<file path="src/rtl/u_lsu_ctrl.sv">
// Load/store sequencer for the EXE stage: one data-bus transaction per LD/ST,
// load-data formatting and writeback, and fault reporting to the CSR block.
module u_lsu_ctrl #(
  parameter int unsigned TIMEOUT_CYC = 255
) (
  input  logic        clk,
  input  logic        rst,
  input  logic        ex_valid,
  input  logic        i_LD,
  input  logic        i_ST,
  input  logic [2:0]  funct3,
  input  logic [4:0]  rd_a,
  input  logic [31:0] imm,
  input  logic [31:0] rf_rs1_o,
  input  logic [31:0] rf_rs2_o,
  output logic        ex_stall,
  output logic        ls_done,
  output logic        rf_rd_e,
  output logic [4:0]  rf_rd_a,
  output logic [31:0] rf_rd_i,
  output logic        dbus_req,
  output logic        dbus_we,
  output logic [31:0] dbus_addr,
  output logic [3:0]  dbus_be,
  output logic [31:0] dbus_wdata,
  input  logic        dbus_gnt,
  input  logic        dbus_rvalid,
  input  logic [31:0] dbus_rdata,
  input  logic        dbus_err,
  output logic        exc_valid,
  output logic [2:0]  exc_cause,
  output logic [31:0] exc_tval
);

  localparam int unsigned CNT_W = $clog2(TIMEOUT_CYC + 1);
  localparam logic [CNT_W-1:0] CNT_LAST = CNT_W'(TIMEOUT_CYC - 1);

  typedef enum logic [2:0] {
    S_IDLE  = 3'd0,
    S_REQ   = 3'd1,
    S_WAIT  = 3'd2,
    S_RESP  = 3'd3,
    S_FAULT = 3'd4
  } state_e;

  state_e           state_q, state_d;
  logic [CNT_W-1:0] cnt_q, cnt_d;
  logic             ld_q, ld_d;
  logic [2:0]       funct3_q, funct3_d;
  logic [4:0]       rd_q, rd_d;
  logic [31:0]      ea_q, ea_d;
  logic [3:0]       be_q, be_d;
  logic [31:0]      wdata_q, wdata_d;
  logic [31:0]      ldata_q, ldata_d;
  logic             exc_q, exc_d;
  logic [2:0]       cause_q, cause_d;

  logic [31:0] ea;
  logic        accept;
  logic        acc_illegal;
  logic        acc_misal;

  function automatic logic illegal_f(input logic ld, input logic [2:0] f3);
    if (ld) illegal_f = (f3 == 3'd3) || (f3 == 3'd6) || (f3 == 3'd7);
    else    illegal_f = (f3 > 3'd2);
  endfunction

  function automatic logic misaligned_f(input logic [1:0] sz, input logic [1:0] off);
    case (sz)
      2'd1:    misaligned_f = off[0];
      2'd2:    misaligned_f = (off != 2'd0);
      default: misaligned_f = 1'b0;
    endcase
  endfunction

  function automatic logic [3:0] be_f(input logic [1:0] sz, input logic [1:0] off);
    case (sz)
      2'd0:    be_f = 4'b0001 << off;
      2'd1:    be_f = 4'b0011 << off;
      default: be_f = 4'b1111;
    endcase
  endfunction

  function automatic logic [31:0] wdata_f(input logic [1:0] sz, input logic [31:0] d);
    case (sz)
      2'd0:    wdata_f = {4{d[7:0]}};
      2'd1:    wdata_f = {2{d[15:0]}};
      default: wdata_f = d;
    endcase
  endfunction

  // Words are always lane-aligned, so the shifted lane equals rdata for W.
  function automatic logic [31:0] format_f(input logic [2:0] f3, input logic [1:0] off,
                                           input logic [31:0] d);
    logic [31:0] lane;
    lane = d >> {off, 3'b000};
    case (f3)
      3'd0:    format_f = {{24{lane[7]}}, lane[7:0]};
      3'd1:    format_f = {{16{lane[15]}}, lane[15:0]};
      3'd4:    format_f = {24'd0, lane[7:0]};
      3'd5:    format_f = {16'd0, lane[15:0]};
      default: format_f = lane;
    endcase
  endfunction

  assign ea          = rf_rs1_o + imm;
  assign accept      = (state_q == S_IDLE) && ex_valid && (i_LD || i_ST);
  assign acc_illegal = illegal_f(i_LD, funct3);
  assign acc_misal   = misaligned_f(funct3[1:0], ea[1:0]);

  always_comb begin
    state_d  = state_q;
    cnt_d    = cnt_q;
    ld_d     = ld_q;
    funct3_d = funct3_q;
    rd_d     = rd_q;
    ea_d     = ea_q;
    be_d     = be_q;
    wdata_d  = wdata_q;
    ldata_d  = ldata_q;
    exc_d    = exc_q;
    cause_d  = cause_q;
    case (state_q)
      S_IDLE: begin
        if (accept) begin
          ld_d     = i_LD;
          funct3_d = funct3;
          rd_d     = rd_a;
          ea_d     = ea;
          be_d     = be_f(funct3[1:0], ea[1:0]);
          wdata_d  = wdata_f(funct3[1:0], rf_rs2_o);
          cnt_d    = '0;
          if (acc_illegal || acc_misal) begin
            state_d = S_FAULT;
            exc_d   = 1'b1;
            cause_d = acc_illegal ? 3'd4 : (i_LD ? 3'd0 : 3'd1);
          end else begin
            state_d = S_REQ;
            exc_d   = 1'b0;
          end
        end
      end
      // A grant on the final budgeted REQ cycle cannot complete in time.
      S_REQ: begin
        cnt_d = cnt_q + CNT_W'(1);
        if (cnt_q == CNT_LAST) begin
          state_d = S_RESP;
          exc_d   = 1'b1;
          cause_d = ld_q ? 3'd2 : 3'd3;
        end else if (dbus_gnt) begin
          state_d = S_WAIT;
        end
      end
      S_WAIT: begin
        cnt_d = cnt_q + CNT_W'(1);
        if (dbus_rvalid) begin
          state_d = S_RESP;
          exc_d   = dbus_err;
          cause_d = ld_q ? 3'd2 : 3'd3;
          ldata_d = format_f(funct3_q, ea_q[1:0], dbus_rdata);
        end else if (cnt_q == CNT_LAST) begin
          state_d = S_RESP;
          exc_d   = 1'b1;
          cause_d = ld_q ? 3'd2 : 3'd3;
        end
      end
      default: state_d = S_IDLE;
    endcase
  end

  // Only control state is reset; every output is qualified by the state.
  always_ff @(posedge clk) begin
    if (rst) begin
      state_q <= S_IDLE;
      cnt_q   <= '0;
    end else begin
      state_q <= state_d;
      cnt_q   <= cnt_d;
    end
    ld_q     <= ld_d;
    funct3_q <= funct3_d;
    rd_q     <= rd_d;
    ea_q     <= ea_d;
    be_q     <= be_d;
    wdata_q  <= wdata_d;
    ldata_q  <= ldata_d;
    exc_q    <= exc_d;
    cause_q  <= cause_d;
  end

  always_comb begin
    ex_stall   = accept || (state_q == S_REQ) || (state_q == S_WAIT);
    ls_done    = (state_q == S_RESP) || (state_q == S_FAULT);
    exc_valid  = ls_done && exc_q;
    exc_cause  = exc_valid ? cause_q : 3'd0;
    exc_tval   = exc_valid ? ea_q : 32'd0;
    rf_rd_e    = (state_q == S_RESP) && ld_q && !exc_q && (rd_q != 5'd0);
    rf_rd_a    = rf_rd_e ? rd_q : 5'd0;
    rf_rd_i    = rf_rd_e ? ldata_q : 32'd0;
    dbus_req   = (state_q == S_REQ);
    dbus_we    = dbus_req && !ld_q;
    dbus_addr  = dbus_req ? {ea_q[31:2], 2'b00} : 32'd0;
    dbus_be    = dbus_req ? be_q : 4'd0;
    dbus_wdata = dbus_we ? wdata_q : 32'd0;
  end

endmodule
</file>
<file path="config.mk">
export PLATFORM = sky130hd
export DESIGN_NAME = u_lsu_ctrl
export DESIGN_NICKNAME = d
export VERILOG_FILES = /design/src/rtl/u_lsu_ctrl.sv
export SDC_FILE = /design/constraint.sdc
export NUM_CORES = 1
export LEC_CHECK = 0
export ABC_CLOCK_PERIOD_IN_PS = 4000
export CORE_ASPECT_RATIO = 0.5
export CORE_MARGIN = 1.5
export CORE_UTILIZATION = 41
export DETAILED_ROUTE_END_ITERATION = 10
export HOLD_SLACK_MARGIN = 0.03
export PLACE_DENSITY = 0.85
export SLEW_MARGIN = 20
export SYNTH_ARGS = -nofsm -noshare
export SYNTH_HDL_FRONTEND = slang
export SYNTH_SLANG_ARGS = --single-unit
</file>
<file path="constraint.sdc">
create_clock -name clk -period 4 [get_ports clk]
set_input_delay 0.8 -clock clk [delete_from_list [all_inputs] [get_ports clk]]
set_output_delay 0.8 -clock clk [all_outputs]
set_load 0.01 [all_outputs]
</file>
==> results of run 1 <==
==> flip-flops by register name (all words and copies together) (netlist names) <==
| register | count |
|---|---|
| ea_q | 32 |
| ldata_q | 32 |
| wdata_q | 32 |
| cnt_q | 8 |
| rd_q | 5 |
| be_q | 4 |
| cause_q | 3 |
| funct3_q | 3 |
| state_q | 3 |
| exc_q | 1 |
| ld_q | 1 |
==> worst max-delay path, stage by stage, from the launching register on <==
cell and delay, ns:
dfxtp_1 0.46, nand4b_1 0.25, nor2_1 0.27, o21a_1 0.71, and2_1 0.24, clkdlybuf4s50_1 0.55
==> final cells by class <==
cell class	count	area share [%]
tap	259	2.81
clock buffer	18	3.72
timing repair buffer	296	25.5
clock inverter	14	1.53
inverter	18	0.586
sequential	124	31.3
multi-input combinational	592	34.5
==> power by group through the flow <==
| stage | Sequential (mW) | Combinational [mW] | Clock [mW] |
|---|---|---|---|
| 6_report | 1.66 | 1.02 | 1.59 |
| 5_1_grt | 1.67 | 1.11 | 1.67 |
| 4_1_cts | 1.66 | 1.02 | 1.61 |
| 3_5_place_dp | 1.69 | 1.01 | 0 |
| 3_3_place_gp | 1.68 | 0.987 | 0 |
| 2_1_floorplan | 1.65 | 0.581 | 0 |
==> cells in the mapped netlist (2+ instances only) <==
library cell and instances:
edfxtp_1 113, and2_1 105, nand2_1 63, a21oi_1 49
nor2_1 44, and3_1 42, ha_1 37, clkbuf_1 36
o21ai_0 34, xnor2_1 19, inv_1 17, mux2i_1 16
xor2_1 15, a21o_1 14, a211oi_1 12, nor2b_1 12
a22o_1 11, dfxtp_1 11, nand3_1 10, a22oi_1 9
o21bai_1 9, mux2_2 8, nor3_1 8, a31oi_1 7
nand2b_1 7, nand4_1 6, o211ai_1 4, or3_1 4
a211oi_2 3, o21a_1 3, o21ai_1 3, or2_2 3
a221o_1 2, a31o_2 2, buf_2 2, buf_4 2
nor3b_1 2, o2111ai_1 2
==> per-layer routing <==
metal / up-vias / part of all wire, % / global-route usage [%]
met3: 45 / 5.5 / 3.88
met2: 255 / 51 / 41.0
li1: 3367 / - / -
met1: 3365 / 41 / 28.0
met4: 0 / 2.3 / 7.81
met5: - / 0 / 0
==> logic make-up (layout without fill, tap and decap cells) <==
family / after synthesis / after routing / synth area share (%)
multiplexers: 24 / 24 / 3.21
AND/OR/NAND/NOR: 313 / 313 / 21.7
adder cells (fa/ha/maj): 38 / 38 / 6.19
other: 1 / 2 / 0.0481
flip-flops: 124 / 124 / 46.3
AO/OA/AOI/OAI: 181 / 181 / 15.8
buffers and inverters: 59 / 346 / 2.97
XOR/XNOR: 34 / 34 / 3.82
==> how the worst min path moves through the flow <==
stage | to | slack (ns) | cells past startpoint
5_1_grt | cnt_q[7] | 0.53 | 1
6_report | cnt_q[5] | 0.50 | 2
3_5_place_dp | cnt_q[5] | 0.48 | 2
2_1_floorplan | cnt_q[7] | 0.43 | 1
4_1_cts | cnt_q[6] | 0.50 | 2
3_3_place_gp | cnt_q[7] | 0.46 | 1
==> metrics by stage <==
| step | hold slack (ns) | worst slack, ns |
|---|---|---|
| 2_1_floorplan | 0.434 | 0.201 |
| 3_3_place_gp | 0.460 | 0.590 |
| 3_5_place_dp | 0.484 | 0.493 |
| 4_1_cts | 0.497 | 0.263 |
| 5_1_grt | 0.527 | 0.0933 |
| 6_report | 0.498 | 0.311 |
==> impl_metrics.toml, run 1 <==
[placed_design]
gp_congestion = 0.863
hpwl_um = 17300
dp_cells = 1289
io_buffers = 287
postPlaceCellArea_um2 = 10900

[die]
start_util_pct = 42.1
die-height_um = 101
fp.dieW_um = 198
io_pins = 290
num_rows = 35
die_area_um2 = 19900
core-area_um2 = 18500

[global_routing]
grt_max_degree = 80
gr-total-overflow = 0
grt_pass1_wl_um = 35600
first_global_vias = 6905
antenna_found_initial = 0
grt_util_all_layers_pct = 22.8

[synthesis]
synth_edf_count = 113
syn-cell-area_um2 = 7800
postSynthCellCount = 774
synth_top_area_cell = "edfxtp_1"
synth_seq_cells = 124
ys_seq_area_share_pct = 46.3
synth_flop_cell = "edfxtp_1"
synth.area.top_cells = "edfxtp_1, and2_1, ha_1"
synth_cell_type_count = 66
async_flop_share_pct = 0
ys_warn_count = 0
avgSynthCellArea_um2 = 10.1
synth_top_area_share_pct = 43.5

[critical_path]
reg2reg_to = "cause_q[0]"
worstPathMaxFanout = 33
start_kind = "register"
crit_path_start = "state_q[2]"
worstSetupEndpointType = "primary output"
required_ns = 3.20
r2r_setup_slack_ns = 1.40
arrival_ns = 2.89
r2r_cells = 5
r2r_start = "state_q[1]"
path_class = "reg2out"
endpoint = "rf_rd_i[1]"

[clocking]
clock-sinks = 124
insertion_delay_ns = 0.41
cts-resized-gates = 0
clk_pin_slew_ns = 0.05
numCtsBuffers = 17
h-tree-depth = 4
cts-root-buf = "clkbuf_16"
post_cts_buffers = 0
max-clock-path-buffers = 2
hold_buffers = 0
cts_tree = "done"

[pwr]
p_leak_nw = 4.47
seqPwrFrac_pct = 38.9
p_sw_share_pct = 26.9
p_total_mw = 4.27
powerDensity_nw_per_um2 = 370
power_frac_comb_pct = 23.8
intPower_mw = 3.12
p_switching_mw = 1.15
power_frac_clock_pct = 37.3
peakVddDrop_mv = 0.291

[final_layout]
register_area_um2 = 3610
multi_input_area_um2 = 3990
utilization_pct = 62.3
num-fill-cells = 1552
area_delta_synth_final_pct = 47.9
final_cell_mix = "clkdlybuf4s50_1, edfxtp_1, and2_1, nand2_1, a21oi_1"
drive_gt1_share_pct = 6.40
nets = 1231
diodes = 0
layout.cells.most_common = "clkdlybuf4s50_1"
final_cells = 1321
fin_area_um2 = 11500

[sta]
setup_violations = 0
rsz0062_at_grt = "false"
skew_ns = 0.00714
hold_viol_final = 0
fin_crit_ns = 3.69
tightest_slew_ns = 1.03
tns_ns = 0
maxSlewViolCount = 0
min_period_over_period_pct = 92.2
max_freq_ghz = 0.271
maxSlewHeadroom_pct = 31.3

[route]
ant_nets = 0
vias = 7032
dr.pass1.iters = 6
drtIter0Drc = 483
remaining_drc_errors = 0
wirelength_um = 22600
viasPerCell = 5.32
routedWlPerCell_um = 17.1

[hold_path]
hp-class = "reg2reg"
hold_start = "cnt_q[5]"

[job]
maxCapViolations = 0

[run_status]
status = "complete, no violations"
(Power assumes the default switching activity.)
==> run 2, diff against run 1 <==
Settings changed: CORE_UTILIZATION 41 to 42, CTS_BUF_LIST from default to sky130_fd_sc_hd__clkbuf_8, PLACE_DENSITY 0.85 to 0.87.
==> run 2 against run 1 <==
  * Clock power is 25% lower
  * Worst hold slack got worse by 0.0021 ns
  * Critical endpoint is now rf_rd_i[7]
  * Via count hardly changed
  * Wire length increased by 1.1%
  * Die area decreased by 2.3%
  * Register-to-register slack improved by 0.05 ns
  * Core utilization increased by 1.4 points
  * Cell area shrank 1.8%
  * Clock skew is 0.0065 ns higher
  * Global-route usage is 0.072 points higher
  * First-iteration DRC count decreased by 26%
==> impl_metrics.toml, run 2 (synthesized netlist as in run 1, its figures left out) <==
[run_status]
status = "complete, no violations"

[route]
routedWlPerCell_um = 17.6
dr.pass1.iters = 5
vias = 7025
remaining_drc_errors = 0
wirelength_um = 22800
viasPerCell = 5.42
ant_nets = 0
drtIter0Drc = 356

[clocking]
cts-resized-gates = 0
post_cts_buffers = 0
cts-root-buf = "clkbuf_8"
clk_pin_slew_ns = 0.07
hold_buffers = 0
cts_tree = "done"
max-clock-path-buffers = 2
numCtsBuffers = 17
clock-sinks = 124
h-tree-depth = 4
insertion_delay_ns = 0.42

[sta]
max_freq_ghz = 0.267
hold_viol_final = 0
layout_setup_ws_ns = 0.250
tns_ns = 0
min_period_over_period_pct = 93.7
maxSlewViolCount = 0
fin_crit_ns = 3.75
tightest_slew_ns = 1.03
maxSlewHeadroom_pct = 31.1
skew_ns = 0.0137
rsz0062_at_grt = "false"
setup_violations = 0

[pwr]
peakVddDrop_mv = 0.204
p_total_mw = 3.88
p_leak_nw = 4.40
powerDensity_nw_per_um2 = 343

[die]
core-area_um2 = 17800
io_pins = 290
num_rows = 34
fp.dieW_um = 196
die_area_um2 = 19500
start_util_pct = 43.9
die-height_um = 99.4

[hold_path]
min_to = "cnt_q[6]"
whs_path_depth = 2
hp-class = "reg2reg"
hold_start = "cnt_q[6]"

[final_layout]
utilization_pct = 63.7
diodes = 0
final_cell_mix = "clkdlybuf4s50_1, edfxtp_1, and2_1, nand2_1, a21oi_1"
area_delta_synth_final_pct = 45.1
reg_top3 = "ea_q: 32 flops, ldata_q: 32 flops, wdata_q: 32 flops"
final_cells = 1296
nets = 1231
multi_input_area_um2 = 3980
register_area_um2 = 3610
num-fill-cells = 1401
layout.cells.most_common = "clkdlybuf4s50_1"
drive_gt1_share_pct = 6.69

[critical_path]
arrival_ns = 2.95
worstPathMaxFanout = 33
r2r_cells = 5
worstSetupEndpointType = "primary output"
r2r_start = "state_q[0]"
reg2reg_to = "cause_q[1]"
path_class = "reg2out"
required_ns = 3.20
r2r_setup_slack_ns = 1.45
start_kind = "register"

[job]
maxCapViolations = 0

[global_routing]
first_global_vias = 6854
grt_util_all_layers_pct = 22.9
grt_max_degree = 80
grt_pass1_wl_um = 35400
gr-total-overflow = 0
antenna_found_initial = 0

[placed_design]
dp_cells = 1264
gp_congestion = 0.906
post-place-ws_ns = 0.504
io_buffers = 287
hpwl_um = 17400
[run 2: power breakdown]
part | internal, mW | switching (mW) | total (mW)
combinational | 0.487 | 0.526 | 1.01
clock | 0.679 | 0.523 | 1.20
sequential | 1.59 | 0.0713 | 1.67
[run 2: routing by layer]
metal	track usage, %	wire, um
met1	27.6	9380
met2	42.8	11600
met3	2.48	1190
met4	8.46	609
met5	0	0
[run 2: through the flow]
step | area (um2) | hold slack [ns]
after CTS | 11300 | 0.499
after global placement | 10900 | 0.457
final | 11300 | 0.496
after floorplan | 7800 | 0.434
after detailed placement | 10900 | 0.488
after global routing | 11300 | 0.519
[run 2: critical path, cell delays in order, from the launching register on]
cell and delay (ns):
dfxtp_1 0.46, nand4b_1 0.25, nor2_1 0.30, o21a_1 0.71, and2_1 0.25, clkdlybuf4s50_1 0.55
[run 2: final cells by class]
class	instances	share of cell area (%)
multi-input cells	592	35.1
flip-flops and latches	124	31.9
repair buffers	296	26.0
well taps	234	2.59
clock buffers	17	2.07
clock inverters	15	1.75
inverters	18	0.597
[run 2: how the worst max path moves through the flow]
stage,start,end
6_report,state_q[2],rf_rd_i[7]
5_1_grt,state_q[2],rf_rd_i[7]
3_3_place_gp,imm[0],ea_q[30]
4_1_cts,state_q[2],rf_rd_i[7]
2_1_floorplan,dbus_rvalid,ldata_q[0]
3_5_place_dp,imm[0],ea_q[30]
==> run 3, diff against run 2 <==
Settings changed: CTS_BUF_LIST sky130_fd_sc_hd__clkbuf_8 to sky130_fd_sc_hd__clkbuf_4.
==> run 3 against run 2 <==
  * Wire length is 0.41% lower
  * Clock power is 17% lower
  * Die area stayed put
  * Final cell count stayed put
  * Non-clock buffer count stayed put
  * Critical path depth stayed put
  * Setup slack better by 0.14 ns
==> impl_metrics.toml, run 3 (synthesized netlist as in run 1, its figures left out) <==
[clocking]
post_cts_buffers = 0
clock-sinks = 124
hold_buffers = 0
insertion_delay_ns = 0.52
numCtsBuffers = 17
cts-root-buf = "clkbuf_4"
cts_tree = "done"
max-clock-path-buffers = 2
clk_pin_slew_ns = 0.11
h-tree-depth = 4
cts-resized-gates = 0

[critical_path]
slowest_delay_ns = 0.55
worstSetupEndpointType = "primary output"
arrival_ns = 2.81
slowest_stage = "clkdlybuf4s50_1"
start_kind = "register"
r2r_start = "state_q[0]"
cp_num_buf_inv = 1
required_ns = 3.20
r2r_cells = 5
cp.depth = 5
worstPathMaxFanout = 33
worstPathCellList = "nand4b_1, nor2_1, o21a_2, and2_1, clkdlybuf4s50_1"
path_delay_family = "simple AND/OR/NAND/NOR gates"
crit_path_start = "state_q[2]"
path_class = "reg2out"

[sta]
maxSlewViolCount = 0
rsz0062_at_grt = "false"
skew_ns = 0.0188
maxSlewHeadroom_pct = 30.9
setup_violations = 0
min_period_over_period_pct = 90.2
max_freq_ghz = 0.277
tightest_slew_ns = 1.04
fin_crit_ns = 3.61
hold_viol_final = 0
tns_ns = 0

[die]
io_pins = 290
fp.dieW_um = 196
die_area_um2 = 19500
num_rows = 34
core-area_um2 = 17800
die-height_um = 99.4
start_util_pct = 43.9

[placed_design]
io_buffers = 287
hpwl_um = 17400
gp_congestion = 0.906
postPlaceCellArea_um2 = 10900

[job]
maxCapViolations = 0

[pwr]
powerDensity_nw_per_um2 = 328
peakVddDrop_mv = 0.178
p_leak_nw = 4.35

[global_routing]
first_global_vias = 6818
gr-total-overflow = 0
grt_max_degree = 80
grt_pass1_wl_um = 35300
antenna_found_initial = 0
grt_util_all_layers_pct = 22.9

[hold_path]
hold_start = "cnt_q[6]"
hp-class = "reg2reg"
whs_path_depth = 2

[route]
vias = 7017
drtIter0Drc = 390
dr.pass1.iters = 5
wirelength_um = 22700
routedWlPerCell_um = 17.5
remaining_drc_errors = 0
ant_nets = 0
viasPerCell = 5.41

[final_layout]
drive_gt1_share_pct = 6.78
fin_area_um2 = 11200
reg_top3 = "ea_q: 32 flops, ldata_q: 32 flops, wdata_q: 32 flops"
final_cell_mix = "clkdlybuf4s50_1, edfxtp_1, and2_1, nand2_1, a21oi_1"
diodes = 0
area_delta_synth_final_pct = 43.8
nets = 1231
layout.cells.most_common = "clkdlybuf4s50_1"

[run_status]
status = "complete, no violations"
run 3: metrics by stage:
stage          total power [mW]  util (%)  hold slack [ns]  setup WS [ns]  instances
2_1_floorplan              2.23         -            0.434          0.201        775
6_report                   3.68      63.1            0.500          0.391       1296
4_1_cts                    3.69      63.1            0.505         0.0806       1296
3_5_place_dp               2.70      61.3            0.488          0.504       1264
5_1_grt                    3.85      63.1            0.525          0.183       1296
3_3_place_gp               2.66      61.3            0.457          0.597       1264
run 3: worst paths after layout:
kind                              endpoint  slack (ns)
worst max-delay path            rf_rd_i[7]        0.39
worst min-delay path              cnt_q[6]        0.50
worst max register to register  cause_q[0]        1.43
worst min register to register    cnt_q[6]        0.50
run 3: worst min-delay path, cell delays in order (launching register included):
cell and delay [ns]:
dfxtp_1 0.33, o21ai_0 0.07, a21oi_1 0.06
run 3: where the power goes:
group	internal (mW)	switching, mW	total [mW]	leakage [nW]
Combinational	0.487	0.525	1.01	3.04
Clock	0.496	0.505	1.00	0.169
Sequential	1.59	0.0708	1.66	1.15
Total	2.58	1.10	3.68	4.35
run 3: metal layers:
layer  up-vias  wire length (um)  track usage [%]
met3        40              1060             3.09
met1      3349              9490             27.6
met4         0               471             7.34
met2       261             11700             42.9
li1       3367                 -                -
met5         -                 0                0
run 3: cell type report:
type	instances	area, um2
Fill cell	1408	6560
Multi-Input combinational cell	592	3980
Sequential cell	124	3610
Timing Repair Buffer	296	2940
Tap cell	234	293
Clock inverter	15	198
Clock buffer	17	128
Inverter	18	67.6
==> RTL change: new RTL, config.mk and constraints of run 1 <==
Encoding of `state_e`: now Gray code (3 bits for 5 states).
--- a/src/rtl/u_lsu_ctrl.sv
+++ b/src/rtl/u_lsu_ctrl.sv
@@ -38,7 +38,7 @@
   typedef enum logic [2:0] {
-    S_IDLE  = 3'd0,
-    S_REQ   = 3'd1,
-    S_WAIT  = 3'd2,
-    S_RESP  = 3'd3,
-    S_FAULT = 3'd4
+    S_IDLE  = 3'b000,
+    S_REQ   = 3'b001,
+    S_WAIT  = 3'b011,
+    S_RESP  = 3'b010,
+    S_FAULT = 3'b110
   } state_e;
Formal check against the unedited RTL: same outputs for any inputs over 4 cycles, from zero or initial values and one cycle with rst high; so few cycles prove little.
==> RTL change against run 1 <==
- area after synthesis increased by 2.9%
- largest power group unchanged
- worst setup slack improved by 0.19 ns
- cell area increased by 1.9%
- sequential cell count unchanged
- count of clock-buffer cells in the layout decreased by 1
- sequential power decreased by 2%
- power decreased by 3.7%
- clock skew increased by 0.0087 ns
- non-clock buffer count increased by 6
- critical path type unchanged
- routed wire length increased by 5.8%
- largest cell class unchanged
==> RTL change: results (changes against run 1) <==
outcome completed; starting DRC count in detailed routing 516 (+6.8%); Clk pin slew, worst setup/hold paths 0.06 ns; Max transition margin 0.517 (+0.205); master cell of the clock root buffer clkbuf_16; Hold Path Class reg -> reg; count of antenna diodes in the layout 0 (unchanged); proportion of register bits with asynchronous set or reset after synthesis 0 (unchanged); Final GP Congestion 0.912 (+5.6%); Final #Nets 1,285 (+4.4%); Peak supply drop 283 µV (-2.6%); share of cells above drive strength 1 0.0618 (-0.00220); total CTS buffers 17 (unchanged); Worst Path Max Fanout 38 (+15%); Skew-Pair Late Insertion Delay 0.41 ns (about the same); number of buffers inserted by post-CTS setup repair 0 (unchanged); number of input and output port buffers inserted 287 (unchanged); Seq/Total Area, Yosys 0.450 (-0.0129); Placed Instance Area 11,200 µm² (+2.1%); number of synthesis warnings 0 (unchanged); via count normalized by instance count 5.41 (+1.7%); cells taking the most area after synthesis edfxtp_1 (42%), and3_1 (6.1%), ha_1 (5.8%); Worst EP arrival 2.70 ns (-0.19 ns); largest net degree at the start of global routing 39 (-51%); top cells by instance count after synthesis edfxtp_1 (113), and3_1 (78), and2_1 (72), nand2_1 (71), a21oi_1 (60); number of enable flip-flop cells after synthesis 113 (unchanged); Routed WL 23.9 mm (+5.8%); standby leakage power 4.61 nW (+3.2%); number of global-route vias before repair 7,166 (+3.8%); largest buffer count on any clock path 2 (unchanged); number of H-tree branching levels 4 (unchanged); number of unique standard cell types used by synthesis 63 (-4.5%); Overall Global Routing Usage 0.226 (-0.00270); prevailing post-synth register cell edfxtp_1; first-pass iteration count of the detailed router 5 (-1); largest registers ea_q: 32 flops, ldata_q: 32 flops, wdata_q: 32 flops; global-route wire length before repair 36.6 mm (+2.8%); worst clock skew 0.0159 ns (+0.00872 ns); post-detail-place hpwl 18.4 mm (+6.4%); number of antenna violations at the first check in global routing 0 (unchanged); post_cts resized 0 (unchanged)
## RTL change: through the flow
step	power, mW	setup WS (ns)	cells	util
2_1_floorplan	2.17	0.542	832	-
3_3_place_gp	2.59	0.385	1343	0.594
4_1_cts	4.13	0.492	1375	0.626
5_1_grt	4.29	0.333	1375	0.626
3_5_place_dp	2.62	0.286	1343	0.594
6_report	4.11	0.500	1375	0.626
## RTL change: path summary, 6_finish.rpt
path / startpoint / to / slack (ns) / cells past startpoint
min: cnt_q[5]$_SDFFE_PP0P_ / cnt_q[5]$_SDFFE_PP0P_ / 0.53 / 1
max reg2reg: state_q[0]$_SDFFE_PP0P_ / cnt_q[7]$_SDFFE_PP0P_ / 1.42 / 9
max: exc_q$_DFFE_PP_ / rf_rd_i[1] / 0.50 / 7
min reg2reg: cnt_q[5]$_SDFFE_PP0P_ / cnt_q[5]$_SDFFE_PP0P_ / 0.53 / 1
## RTL change: cells by family (layout without fill, tap and decap cells)
logic type               count (synthesis)  after routing  share of synthesized area
AND/OR/NAND/NOR                        347            347                      0.229
AO/OA/AOI/OAI                          201            201                      0.164
flip-flops                             124            124                      0.450
buffers and inverters                   68            352                     0.0341
adder cells (fa/ha/maj)                 38             38                     0.0602
XOR/XNOR                                27             27                     0.0295
multiplexers                            25             25                     0.0326
other                                    1              2                   0.000467
## RTL change: worst max-delay path, cell delays in order, from the launching register on
cell,delay (ns)
edfxtp_1,0.37
buf_4,0.25
nor2_1,0.16
and3_1,0.32
o21a_1,0.16
buf_4,0.26
and2_1,0.21
clkdlybuf4s50_1,0.55
## RTL change: final cells by class
class,count,area (µm²)
well taps,259,324
clock buffers,17,425
multi-input cells,640,4150
repair buffers,302,3010
inverters,18,67.6
fillers,1502,7030
clock inverters,15,171
flip-flops and latches,124,3610
## RTL change: layer usage
metal  vias up  share of wire  track usage
met5         -              0            0
met4         0          0.022       0.0868
met3        35          0.045       0.0277
met2       273           0.51        0.410
met1      3515           0.42        0.280
li1       3619              -            -
## RTL change: report_power, final
group          leakage, nW  internal [mW]  total (mW)  switching (mW)
clock                0.292          0.842        1.51           0.668
sequential            1.14           1.56        1.62          0.0515
combinational         3.18          0.466       0.983           0.517
total                 4.61           2.87        4.11            1.24
